**src/rtl/cwt_coeff_fetch.sv**
```systemverilog
// rtl/cwt_coeff_fetch.sv - wavelet coefficient ROM reader streaming one scale per request
// Credit-limited address issue, two-stage ROM return pipeline and output FIFO.
module cwt_coeff_fetch #(
    parameter int DATA_W     = 16,
    parameter int ADDR_W     = 8,
    parameter int FIFO_DEPTH = 4
) (
    input  logic              clk,
    input  logic              rst_n,
    input  logic              req_valid,
    output logic              req_ready,
    input  logic [3:0]        req_scale,
    output logic [ADDR_W-1:0] rom_addr,
    input  logic [DATA_W-1:0] rom_data,
    output logic              coef_valid,
    input  logic              coef_ready,
    output logic [DATA_W-1:0] coef_data,
    output logic [3:0]        coef_idx,
    output logic              coef_last,
    output logic              busy,
    output logic              err_scale
);
    localparam int PTR_W = (FIFO_DEPTH > 1) ? $clog2(FIFO_DEPTH) : 1;
    localparam int CNT_W = $clog2(FIFO_DEPTH + 1);

    typedef enum logic [1:0] {
        S_IDLE,
        S_FETCH,
        S_DRAIN
    } state_t;

    state_t            state_q, state_d;
    logic [ADDR_W-1:0] base_q, base_d;
    logic [ADDR_W-1:0] addr_q, addr_d;
    logic [3:0]        len_q, len_d;
    logic [3:0]        issue_q, issue_d;
    logic [3:0]        wr_idx_q, wr_idx_d;
    logic              err_q, err_d;
    logic              v1_q, v2_q;
    logic              issue;

    logic [CNT_W-1:0]  count_q, count_d;
    logic [PTR_W-1:0]  wr_ptr_q, rd_ptr_q;
    logic [DATA_W-1:0] mem_data_q [FIFO_DEPTH];
    logic [3:0]        mem_idx_q  [FIFO_DEPTH];
    logic              mem_last_q [FIFO_DEPTH];
    logic              push, pop;
    logic [CNT_W:0]    in_use;
    logic              credit_ok;

    logic [7:0]        tbl_base;
    logic [3:0]        tbl_len;

    always_comb begin
        tbl_base = 8'h00;
        tbl_len  = 4'd8;
        case (req_scale)
            4'd0:    begin tbl_base = 8'h00; tbl_len = 4'd9;  end
            4'd1:    begin tbl_base = 8'h09; tbl_len = 4'd9;  end
            4'd2:    begin tbl_base = 8'h12; tbl_len = 4'd11; end
            4'd3:    begin tbl_base = 8'h1D; tbl_len = 4'd11; end
            4'd4:    begin tbl_base = 8'h28; tbl_len = 4'd9;  end
            4'd5:    begin tbl_base = 8'h31; tbl_len = 4'd9;  end
            4'd6:    begin tbl_base = 8'h3A; tbl_len = 4'd9;  end
            4'd7:    begin tbl_base = 8'h43; tbl_len = 4'd9;  end
            4'd8:    begin tbl_base = 8'h4C; tbl_len = 4'd9;  end
            4'd9:    begin tbl_base = 8'h55; tbl_len = 4'd9;  end
            4'd10:   begin tbl_base = 8'h5E; tbl_len = 4'd8;  end
            4'd11:   begin tbl_base = 8'h66; tbl_len = 4'd8;  end
            4'd12:   begin tbl_base = 8'h6E; tbl_len = 4'd8;  end
            4'd13:   begin tbl_base = 8'h76; tbl_len = 4'd8;  end
            4'd14:   begin tbl_base = 8'h7E; tbl_len = 4'd8;  end
            default: begin tbl_base = 8'h00; tbl_len = 4'd8;  end
        endcase
    end

    assign push       = v2_q;
    assign coef_valid = (count_q != '0);
    assign pop        = coef_valid & coef_ready;
    // Pops in the current cycle are deliberately not credited back to the issue check.
    assign in_use     = {1'b0, count_q} + {{CNT_W{1'b0}}, v1_q} + {{CNT_W{1'b0}}, v2_q};
    assign credit_ok  = (in_use < (CNT_W + 1)'(FIFO_DEPTH));

    always_comb begin
        state_d = state_q;
        base_d  = base_q;
        len_d   = len_q;
        issue_d = issue_q;
        addr_d  = addr_q;
        err_d   = 1'b0;
        issue   = 1'b0;
        case (state_q)
            S_IDLE: begin
                if (req_valid) begin
                    if (req_scale == 4'd15) begin
                        err_d = 1'b1;
                    end else begin
                        // The first address goes out on the acceptance edge itself.
                        base_d  = ADDR_W'(tbl_base);
                        len_d   = tbl_len;
                        addr_d  = ADDR_W'(tbl_base);
                        issue_d = 4'd1;
                        issue   = 1'b1;
                        state_d = S_FETCH;
                    end
                end
            end
            S_FETCH: begin
                if (credit_ok) begin
                    issue   = 1'b1;
                    addr_d  = base_q + ADDR_W'(issue_q);
                    issue_d = issue_q + 4'd1;
                    if (issue_q + 4'd1 == len_q) begin
                        state_d = S_DRAIN;
                    end
                end
            end
            S_DRAIN: begin
                if (!v1_q && !v2_q && pop && coef_last) begin
                    state_d = S_IDLE;
                end
            end
            default: state_d = S_IDLE;
        endcase
    end

    always_comb begin
        wr_idx_d = wr_idx_q;
        if (state_q == S_IDLE && issue) begin
            wr_idx_d = 4'd0;
        end else if (push) begin
            wr_idx_d = wr_idx_q + 4'd1;
        end
        count_d = count_q + CNT_W'(push) - CNT_W'(pop);
    end

    always_ff @(posedge clk) begin
        if (!rst_n) begin
            state_q  <= S_IDLE;
            base_q   <= '0;
            addr_q   <= '0;
            len_q    <= '0;
            issue_q  <= '0;
            wr_idx_q <= '0;
            err_q    <= 1'b0;
            v1_q     <= 1'b0;
            v2_q     <= 1'b0;
        end else begin
            state_q  <= state_d;
            base_q   <= base_d;
            addr_q   <= addr_d;
            len_q    <= len_d;
            issue_q  <= issue_d;
            wr_idx_q <= wr_idx_d;
            err_q    <= err_d;
            v1_q     <= issue;
            v2_q     <= v1_q;
        end
    end

    function automatic logic [PTR_W-1:0] ptr_inc(input logic [PTR_W-1:0] p);
        return (p == PTR_W'(FIFO_DEPTH - 1)) ? '0 : p + 1'b1;
    endfunction

    always_ff @(posedge clk) begin
        if (!rst_n) begin
            wr_ptr_q <= '0;
            rd_ptr_q <= '0;
            count_q  <= '0;
            for (int i = 0; i < FIFO_DEPTH; i++) begin
                mem_data_q[i] <= '0;
                mem_idx_q[i]  <= '0;
                mem_last_q[i] <= 1'b0;
            end
        end else begin
            if (push) begin
                mem_data_q[wr_ptr_q] <= rom_data;
                mem_idx_q[wr_ptr_q]  <= wr_idx_q;
                mem_last_q[wr_ptr_q] <= (wr_idx_q == len_q - 4'd1);
                wr_ptr_q             <= ptr_inc(wr_ptr_q);
            end
            if (pop) begin
                rd_ptr_q <= ptr_inc(rd_ptr_q);
            end
            count_q <= count_d;
        end
    end

    always_ff @(posedge clk) begin
        if (rst_n && push && !pop) begin
            assert (count_q != CNT_W'(FIFO_DEPTH));
        end
    end

    assign rom_addr  = addr_q;
    assign coef_data = mem_data_q[rd_ptr_q];
    assign coef_idx  = mem_idx_q[rd_ptr_q];
    assign coef_last = mem_last_q[rd_ptr_q];
    assign busy      = (state_q != S_IDLE);
    assign req_ready = (state_q == S_IDLE);
    assign err_scale = err_q;

endmodule

```
**config.mk**
```make
export PLATFORM = sky130hd
export DESIGN_NAME = cwt_coeff_fetch
export DESIGN_NICKNAME = d
export VERILOG_FILES = /design/src/rtl/cwt_coeff_fetch.sv
export SDC_FILE = /design/constraint.sdc
export NUM_CORES = 1
export LEC_CHECK = 0
export ABC_AREA = 1
export BUFFER_PORTS_ARGS = -buffer_cell sky130_fd_sc_hd__buf_2
export CORE_MARGIN = 1
export CORE_UTILIZATION = 45
export DETAILED_ROUTE_END_ITERATION = 6
export GPL_TIMING_DRIVEN = 0
export HOLD_SLACK_MARGIN = 0.15
export PLACE_DENSITY = 0.69
export SLEW_MARGIN = 0
export SYNTH_ARGS = -nofsm -noshare
export SYNTH_HDL_FRONTEND = slang
export SYNTH_SLANG_ARGS = --single-unit
```
**constraint.sdc**
```tcl
create_clock -name clk -period 2.5 [get_ports clk]
set_clock_uncertainty 0.05 [all_clocks]
set_input_delay 0.125 -clock clk [delete_from_list [all_inputs] [get_ports clk]]
set_output_delay 0.125 -clock clk [all_outputs]
set_load 0.02 [all_outputs]
```
==> After elaboration in Yosys (flattened, before gate mapping) <==
Memory sizes are Yosys's and may differ from the RTL's. A register that Yosys moved wholly into a read port is not among the register bits.
Index checks and enable logic that the tools add are counted.
{ "classes": {"eq_ne": 12, "shift": 0, "bitwise": 3, "n_addsub": 10, "mul": 0, "order_cmp": 1, "muxes": 40, "n_div": 0, "n_reduce_logical": 18} }
{ "ops": {"columns": ["operator", "count"], "rows": [
  ["2-bit two-way mux", 16],
  ["8-bit two-way mux", 3],
  ["16-bit two-way mux", 1],
  ["4-bit two-way mux", 4],
  ["8-bit case mux with 2 select lines", 1],
  ["16-bit OR reduction", 1],
  ["1-bit two-way mux", 12],
  ["2-bit inequality test, second input constant", 5],
  ["4-bit by 1-bit adder with 4-bit output, second input constant", 2],
  ["8-bit by 4-bit adder with 8-bit output", 1],
  ["4-bit equality test", 2],
  ["4-bit case mux with 2 select lines", 1],
  ["2-bit equality test, second input constant", 3],
  ["2-bit case mux with 3 select lines", 1],
  ["3-bit AND reduction", 2],
  ["5-bit AND reduction", 1],
  ["2-bit by 1-bit adder with 2-bit output, second input constant", 2],
  ["3-bit by 1-bit adder with 4-bit output", 1],
  ["4-bit by 1-bit adder with 4-bit output", 1],
  ["4-bit equality test, second input constant", 1],
  ["1-bit logical AND", 4],
  ["4-bit by 3-bit less-than comparator with 1-bit output, second input constant", 1],
  ["4-bit AND reduction", 1],
  ["2-bit nonzero test", 2],
  ["13 further kinds", 15]
]} }
{ "totals": {"n_memories": 4, "ram_bits": 84, "output_inout_bits": 33, "word_cells": 100, "inputBits": 24, "ff_bits": 40, "mem_bits_ro": 144, "latchBits": 0} }
{ "memory_table": {"columns": ["memory", "words", "word_bits", "read_ports", "rd_ports_with_merged_regs", "write_ports", "line_no", "rtl"], "rows": [
  ["(no name shown)", 16, 9, 1, 0, 0, "57", "case (req_scale)"],
  ["mem_data_q", 4, 16, 1, 1, 4, "44", "logic [DATA_W-1:0] mem_data_q [FIFO_DEPTH];"],
  ["mem_idx_q", 4, 4, 1, 1, 4, "45", "logic [3:0] mem_idx_q [FIFO_DEPTH];"],
  ["mem_last_q", 4, 1, 1, 1, 4, "46", "logic mem_last_q [FIFO_DEPTH];"]
]} }

==> Depth between registers and ports, before layout <==
Gate-level depths: netlist of the first run.
{ "logic_depth": {"depth_word": 7, "mapped_depth": 11, "ltp_nobuf": 11} }

==> Least setup slack after synthesis of the first run <==
No wires, ideal clock.
{ "synth_timing": {"kind": "reg-to-reg", "from": "reg v2_q (netlist: push)", "to": "mem mem_data_q[3][0] (enable)", "arrival_ns": 2.212, "required_time_ns": 2.018, "stages_incl_launch_ff": 4, "n_path_buf": 1, "setup_slack_ns": -0.193, "cell_sequence": "dfxtp_1 > buf_2 > inv_1 > o31ai_1"} }
{ "synth_rtl": {"columns": ["element", "line_no", "rtl"], "rows": [
  ["start, declared", "39", "logic v1_q, v2_q;"],
  ["start signal, assigned", "157", "v2_q <= v1_q;"],
  ["end, declared", "44", null]
]} }

==> reports/metrics.csv, run 1 <==
stage;metric;value;unit
status;status;completed;
yosys;simple-gate portion of the synthesized area;0.194;
pwr;net switching power;2.66;mW
pwr;switching share of total power;0.355;
yosys;Synth cell types;37;
yosys;Syn. warnings;0;
final_layout;Filler cells;1103;
final_layout;area grow syn2layout;22.2;%
worst_setup_path;R2R setup slack;330;ps
yosys;Post-Syn Area;0.00596;mm2
final_layout;Inserted Diodes;0;
yosys;xor and xnor area share after synthesis;0.0162;
timing;Hold WS;179;ps
pwr;VDD IR max;0.589;mV
final_layout;non-filler instance count after layout;938;
place;dpl hpwl;9.20;mm
yosys;largest family of logic cells by synthesized area;simple AND/OR/NAND/NOR gates;
timing;Final Hold Viols;0;
worst_setup_path;Worst Reg-to-Reg Cells;6;
floorplan;Initial Util;0.467;
yosys;post-synth net total;702;
worst_setup_path;Required @ worst endpoint;2330;ps
worst_setup_path;Critical Path Most Common Cell;buf_2;
grt;vias in the first global route;4539;
worst_setup_path;worst-path fanout max;10;
final_layout;fin util;0.571;
worst_setup_path;buffers and inverters on the worst path;4;
detailed_routing;DR vias;4827;
detailed_routing;routed wire length;13.7;mm
pwr;Seq pwr share;0.351;
pwr;P_leak;3.16;nW
worst_hold_path;Hold WC Path Type;in2reg;
timing;Tmin final;2210;ps
pwr;Internal Power;4.83;mW
detailed_routing;Final ANT Viol Nets;0;
worst_setup_path;reg-to-reg critical path startpoint;push$_SDFF_PN0_;
worst_hold_path;WHS Endpoint;base_q[0]$_SDFFE_PN0P_;
worst_setup_path;Setup crit start kind;flop;
timing;RSZ-0062 raised after global routing;no;
timing;Slew @ Worst Pin;671;ps
grt;first-pass GRT wire length;21.6;mm
pwr;Pwr per Cell Area;1030;mW/mm2
clock_network;CTS tree;built;
detailed_routing;DR WL/cell;14.6;um
worst_hold_path;min-delay src;req_scale[0];
final_layout;Net count, final;800;
yosys;Post-Syn Instances;655;
final_layout;area of the multi-input gates;0.00228;mm2
floorplan;Placeable Area;0.0128;mm2
worst_setup_path;Critical R2R Capture;mem_idx_q[2][2]$_SDFFCE_PN0P_;
timing;final count of negative-setup-slack endpoints;0;
detailed_routing;Initial DRT Pass Iterations;5;
worst_setup_path;CP max stage cell;clkbuf_1;
detailed_routing;vias per cell;5.15;
yosys;sequential-to-total area share from yosys stat;0.552;
worst_setup_path;CP max stage delay;490;ps
floorplan;I/O pin count;57;
timing;setup TNS;0;ps
final_layout;Storage cell area;0.00329;mm2
place;Port Buffers;54;
detailed_routing;DRC;0;
yosys;Synth Area in Compound Gates;0.114;
worst_setup_path;crit path DAT;2030;ps
clock_network;clk buf depth;2;
timing;Final period util;0.884;
pwr;clock power share;0.316;
floorplan;std cell rows;41;
timing;fmax;0.453;GHz
clock_network;Root Driver;clkbuf_16;
yosys;Synth Area in Adders;0.0508;
worst_hold_path;Worst Hold Path Cells;5;
pwr;total power;7.49;mW
place;Cells after DPL;882;
clock_network;Clock transition at path regs;50;ps
yosys;synthesized area per cell;9.10;um2
clock_network;clock sinks;124;
grt;grt total ovfl;0;
worst_setup_path;CP delay by family, top;buffers and inverters;
timing;Slew headroom;0.553;
grt;initial antenna violation count;0;
yosys;Yosys reg bits;124;
floorplan;Die H;117;um
floorplan;Die X;117;um
clock_network;Worst-Skew Late Latency;420;ps
pwr;combinational power share;0.334;
clock_network;H-tree Lvls;4;
worst_setup_path;CP Capture Type;output port;
detailed_routing;Iter 0 DRT Violations;466;
yosys;post-synthesis mux area share;0.00336;
clock_network;Num CTS Buffers;17;
final_layout;ratio of cells with drive above 1 in the final layout;0.154;
place;routability cong.;0.841;
worst_setup_path;Setup Crit Path Kind;reg2out;
grt;GRT Util Overall;0.213;
timing;final slew viol count;0;
grt;pin count of the biggest net entering global routing;21;
flow_run;Max Cap Violations;0;
floorplan;die area;0.0137;mm2
worst_setup_path;CP cell instances;buf_2 -> inv_2 -> clkbuf_1 -> nor2_1 -> o22ai_1 -> buf_2;
[Yosys cell counts (all sizes together)]
library cell,instances,share of area
a21oi,23,0.021
a31oi,2,0.0021
buf,14,0.016
clkbuf,15,0.0094
dfxtp,43,0.14
edfxtp,81,0.41
fa,2,0.0067
ha,21,0.044
inv,69,0.044
mux2i,2,0.0034
nand2,84,0.057
nand3,31,0.028
nand4,5,0.0052
nor2,151,0.10
nor3,2,0.0017
o2111a,1,0.0019
o211a,1,0.0017
o21ai,72,0.063
o22ai,22,0.023
o31ai,1,0.0013
or2,2,0.0021
xnor2,6,0.0088
xor2,5,0.0073
[tightest hold or removal path, cell delays in order]
cell and delay, ps:
buf_2 120, inv_1 90, o21ai_0 130, nand2_1 80
a21oi_1 50
[cells in the final DEF, fill, tap and decap left out, drive strengths merged, types with 2 or more instances in the layout]
master	n
nor2	151
nand2	84
edfxtp	81
o21ai	72
buf	69
inv	69
dfxtp	43
clkbuf	35
nand3	31
dlygate4sd3	24
a21oi	23
o22ai	22
ha	21
clkinv	9
xnor2	6
xor2	5
nand4	5
bufinv	3
nor3	2
mux2i	2
a31oi	2
fa	2
or2	2
[repair_timing]
item / 4_1_cts / 5_1_grt
endpoints found under the hold margin: 85 / 0
setup buffers: 0 / 0
endpoints found under the setup margin: 0 / 60
gates resized for setup: 0 / 3
hold buffers: 24 / 0
[worst max path at each step]
| stage | slack (ps) | cells past startpoint | startpoint | end |
|---|---|---|---|---|
| 2_1_floorplan | 450 | 3 | push$_SDFF_PN0_ | mem_data_q[3][0]$_DFFE_PP_ |
| 3_3_place_gp | -340 | 3 | push$_SDFF_PN0_ | mem_data_q[3][9]$_DFFE_PP_ |
| 3_5_place_dp | 60 | 6 | push$_SDFF_PN0_ | mem_data_q[2][3]$_SDFFCE_PN0P_ |
| 4_1_cts | 50 | 6 | push$_SDFF_PN0_ | mem_idx_q[2][2]$_SDFFCE_PN0P_ |
| 5_1_grt | 170 | 6 | push$_SDFF_PN0_ | mem_idx_q[2][2]$_SDFFCE_PN0P_ |
| 6_report | 290 | 6 | flop | coef_data[11] |
[routing by layer]
metal	GRT usage	up-vias	routed length, um
met5	0	-	0
met4	0.0928	0	297
met3	0.0489	28	806
met2	0.368	152	6640
met1	0.256	2264	5920
li1	-	2383	-
[final cells by class]
type / count / share of cell area
clock inverter: 12 / 0.0175
multi-input combinational: 433 / 0.312
sequential: 124 / 0.452
inverter: 69 / 0.0362
timing repair buffer: 79 / 0.0721
tap: 172 / 0.0295
buffer: 29 / 0.0206
clock buffer: 20 / 0.0599
[cells by family (layout without fill, tap and decap cells)]
kind of cell	after synthesis	after routing
and+or+nand+nor	275	275
DFF	124	124
AOI/OAI and AO/OA	122	122
buffers and inverters	98	209
adders and majority gates	23	23
xor gates and xnor gates	11	11
muxes	2	2
[per-stage QoR]
stage	cell area, um2	worst slack, ps
after CTS	7280	51.9
after global routing	7290	174
after global placement	6450	-335
after detailed placement	6480	61.0
after floorplan	5970	452
final	7290	290
[flip-flops by register name (all words and copies together), names as in the netlist, 3 cells and up, named ones only]
name	count
issue_q	4
rom_addr	8
mem_last_q	4
mem_idx_q	16
mem_data_q	64
base_q	7
len_q	3
wr_idx_q	4
count_q	3
[power groups by stage]
stage                     combinational (mW)  clock [mW]  sequential, mW
after floorplan                         1.69           0            2.70
after global placement                  2.41           0            2.65
after detailed placement                2.46           0            2.67
after CTS                               2.50        2.38            2.63
after global routing                    2.76        2.47            2.66
final                                   2.50        2.36            2.63
Note: power is estimated with default switching activity, not from simulation.
==> run 2, diff against run 1 <==
==> constraint.sdc (replaced) <==
create_clock -name clk -period 2 [get_ports clk]
set_clock_uncertainty 0.05 [all_clocks]
set_input_delay 0.1 -clock clk [delete_from_list [all_inputs] [get_ports clk]]
set_output_delay 0.1 -clock clk [all_outputs]
set_load 0.02 [all_outputs]
==> run 2 against run 1 <==
Compared with the run above:
- register-to-register slack lost 220 ps
- global-route usage rose by 1.3 points
- final cell count is 0.21% higher
- core utilization is 1.3 points higher
- non-clock buffer count grew 1
- wire length grew 5.8%
==> reports/metrics.csv, run 2 (synthesized netlist as in run 1, its figures left out) <==
stage;metric;value;unit
detailed_routing;vias per cell;5.28;
timing;Slew headroom;0.491;
timing;final count of negative-setup-slack endpoints;0;
timing;Final Hold Viols;0;
worst_setup_path;worst-path fanout max;8;
pwr;Pwr per Cell Area;1310;mW/mm2
worst_setup_path;stages on the worst setup path;8;
place;Cells after DPL;881;
timing;fmax;0.528;GHz
final_layout;max reg flops;64;
grt;vias in the first global route;4811;
grt;grt total ovfl;0;
final_layout;ratio of cells with drive above 1 in the final layout;0.186;
final_layout;fin util;0.584;
floorplan;I/O pin count;57;
clock_network;H-tree Lvls;4;
place;dpl hpwl;9.21;mm
final_layout;Inserted Diodes;0;
grt;first-pass GRT wire length;22.8;mm
place;pre-CTS WS;-440;ps
final_layout;non-filler instance count after layout;940;
worst_setup_path;Setup Crit Path Kind;reg2reg;
timing;setup slack after layout;106;ps
final_layout;Largest Register;mem_data_q;
detailed_routing;DR vias;4959;
worst_setup_path;crit path DAT;2200;ps
detailed_routing;Initial DRT Pass Iterations;7;
worst_hold_path;Hold WC Path Type;in2reg;
worst_setup_path;CP max stage cell;fa_2;
worst_setup_path;Setup crit start kind;flop;
pwr;P_leak;3.23;nW
place;Port Buffers;54;
timing;Slew @ Worst Pin;763;ps
floorplan;std cell rows;41;
clock_network;Num CTS Buffers;17;
clock_network;CTS tree;built;
timing;RSZ-0062 raised after global routing;no;
floorplan;Die H;117;um
clock_network;Root Driver;clkbuf_16;
detailed_routing;Final ANT Viol Nets;0;
status;status;completed;
clock_network;Clock transition at path regs;50;ps
floorplan;Initial Util;0.467;
place;routability cong.;0.847;
detailed_routing;routed wire length;14.5;mm
clock_network;clock sinks;124;
flow_run;Max Cap Violations;0;
worst_setup_path;CP delay by family, top;adder cells;
pwr;VDD IR max;0.798;mV
floorplan;die area;0.0137;mm2
floorplan;Placeable Area;0.0128;mm2
grt;GRT Util Overall;0.226;
clock_network;clk buf depth;2;
pwr;total power;9.79;mW
worst_setup_path;CP cell instances;clkbuf_4 -> clkinvlp_4 -> ha_1 -> inv_1 -> ha_1 -> fa_2 -> nand2_1 -> inv_1;
detailed_routing;DR WL/cell;15.4;um
detailed_routing;DRC;0;
timing;setup TNS;0;ps
final_layout;most frequent cells in the layout;nor2_1 (147), edfxtp_1 (81), nand2_1 (77), buf_2 (67), o21ai_0 (65);
timing;Tmin final;1890;ps
final_layout;Net count, final;802;
detailed_routing;Iter 0 DRT Violations;487;
floorplan;Die X;117;um
worst_setup_path;Worst Reg-to-Reg Cells;8;
clock_network;Worst-Skew Late Latency;420;ps
worst_setup_path;CP Capture Type;flop;
worst_setup_path;buffers and inverters on the worst path;4;
grt;pin count of the biggest net entering global routing;21;
worst_setup_path;CP max stage delay;520;ps
final_layout;area grow syn2layout;25.0;%
grt;initial antenna violation count;0;
timing;final slew viol count;0;
final_layout;commonest non-fill, non-tap cell in the layout;nor2_1;
worst_setup_path;Required @ worst endpoint;2300;ps
worst_hold_path;Worst Hold Path Cells;4;
timing;Final period util;0.947;
-- run 2: cell types whose count changed in the layout (fill, tap and decap cells not counted), sizes merged --
cell      previous run  this run
clkinv               9         6
clkbuf              35        31
inv                 69        68
clkinvlp             0         4
bufinv               3         5
o31ai                1         2
buf                 69        72
-- run 2: per-layer routing --
layer  GRT usage  vias to the layer above  part of all wire
met5           0                        -                 0
met1       0.260                     2353              0.41
li1            -                     2387                 -
met2       0.396                      188              0.51
met3      0.0551                       31             0.065
met4       0.108                        0             0.022
-- run 2: worst paths after layout --
kind	start	to	slack [ps]
max	push$_SDFF_PN0_	count_q[1]$_SDFF_PN0_	110
min	req_scale[1]	len_q[0]$_SDFFE_PN0P_	190
max reg2reg	push$_SDFF_PN0_	count_q[1]$_SDFF_PN0_	110
min reg2reg	v1_q$_SDFF_PN0_	push$_SDFF_PN0_	410
-- run 2: repair_timing --
item,4_1_cts,5_1_grt
hold buffers,25,0
endpoints found under the setup margin,101,71
cloned,1,0
buffers inserted,0,2
hold endpoints to repair,87,0
resized for setup,18,22
pin swaps,1,0
-- run 2: power breakdown --
group / switching [mW] / internal, mW
Sequential: 0.227 / 3.06
Combinational: 2.11 / 1.12
Clock: 1.09 / 2.19
-- run 2: worst min-delay path, cell delays in order --
cell and delay (ps):
buf_2 120, o21ai_0 110, o21ai_0 230, a21oi_1 50
-- run 2: area by class of cell --
cell class	count	area, um2
Sequential cell	124	3290
Inverter	69	268
Fill cell	1102	5320
Tap cell	172	215
Clock inverter	14	200
Buffer	29	178
Clock buffer	18	429
Timing Repair Buffer	80	526
Multi-Input combinational cell	434	2340
-- run 2: stage by stage --
stage	hold slack, ps	area, um2
floorplan	190	5980
global placement	338	6460
detailed placement	355	6460
CTS	187	7400
global route	227	7450
finish	189	7450
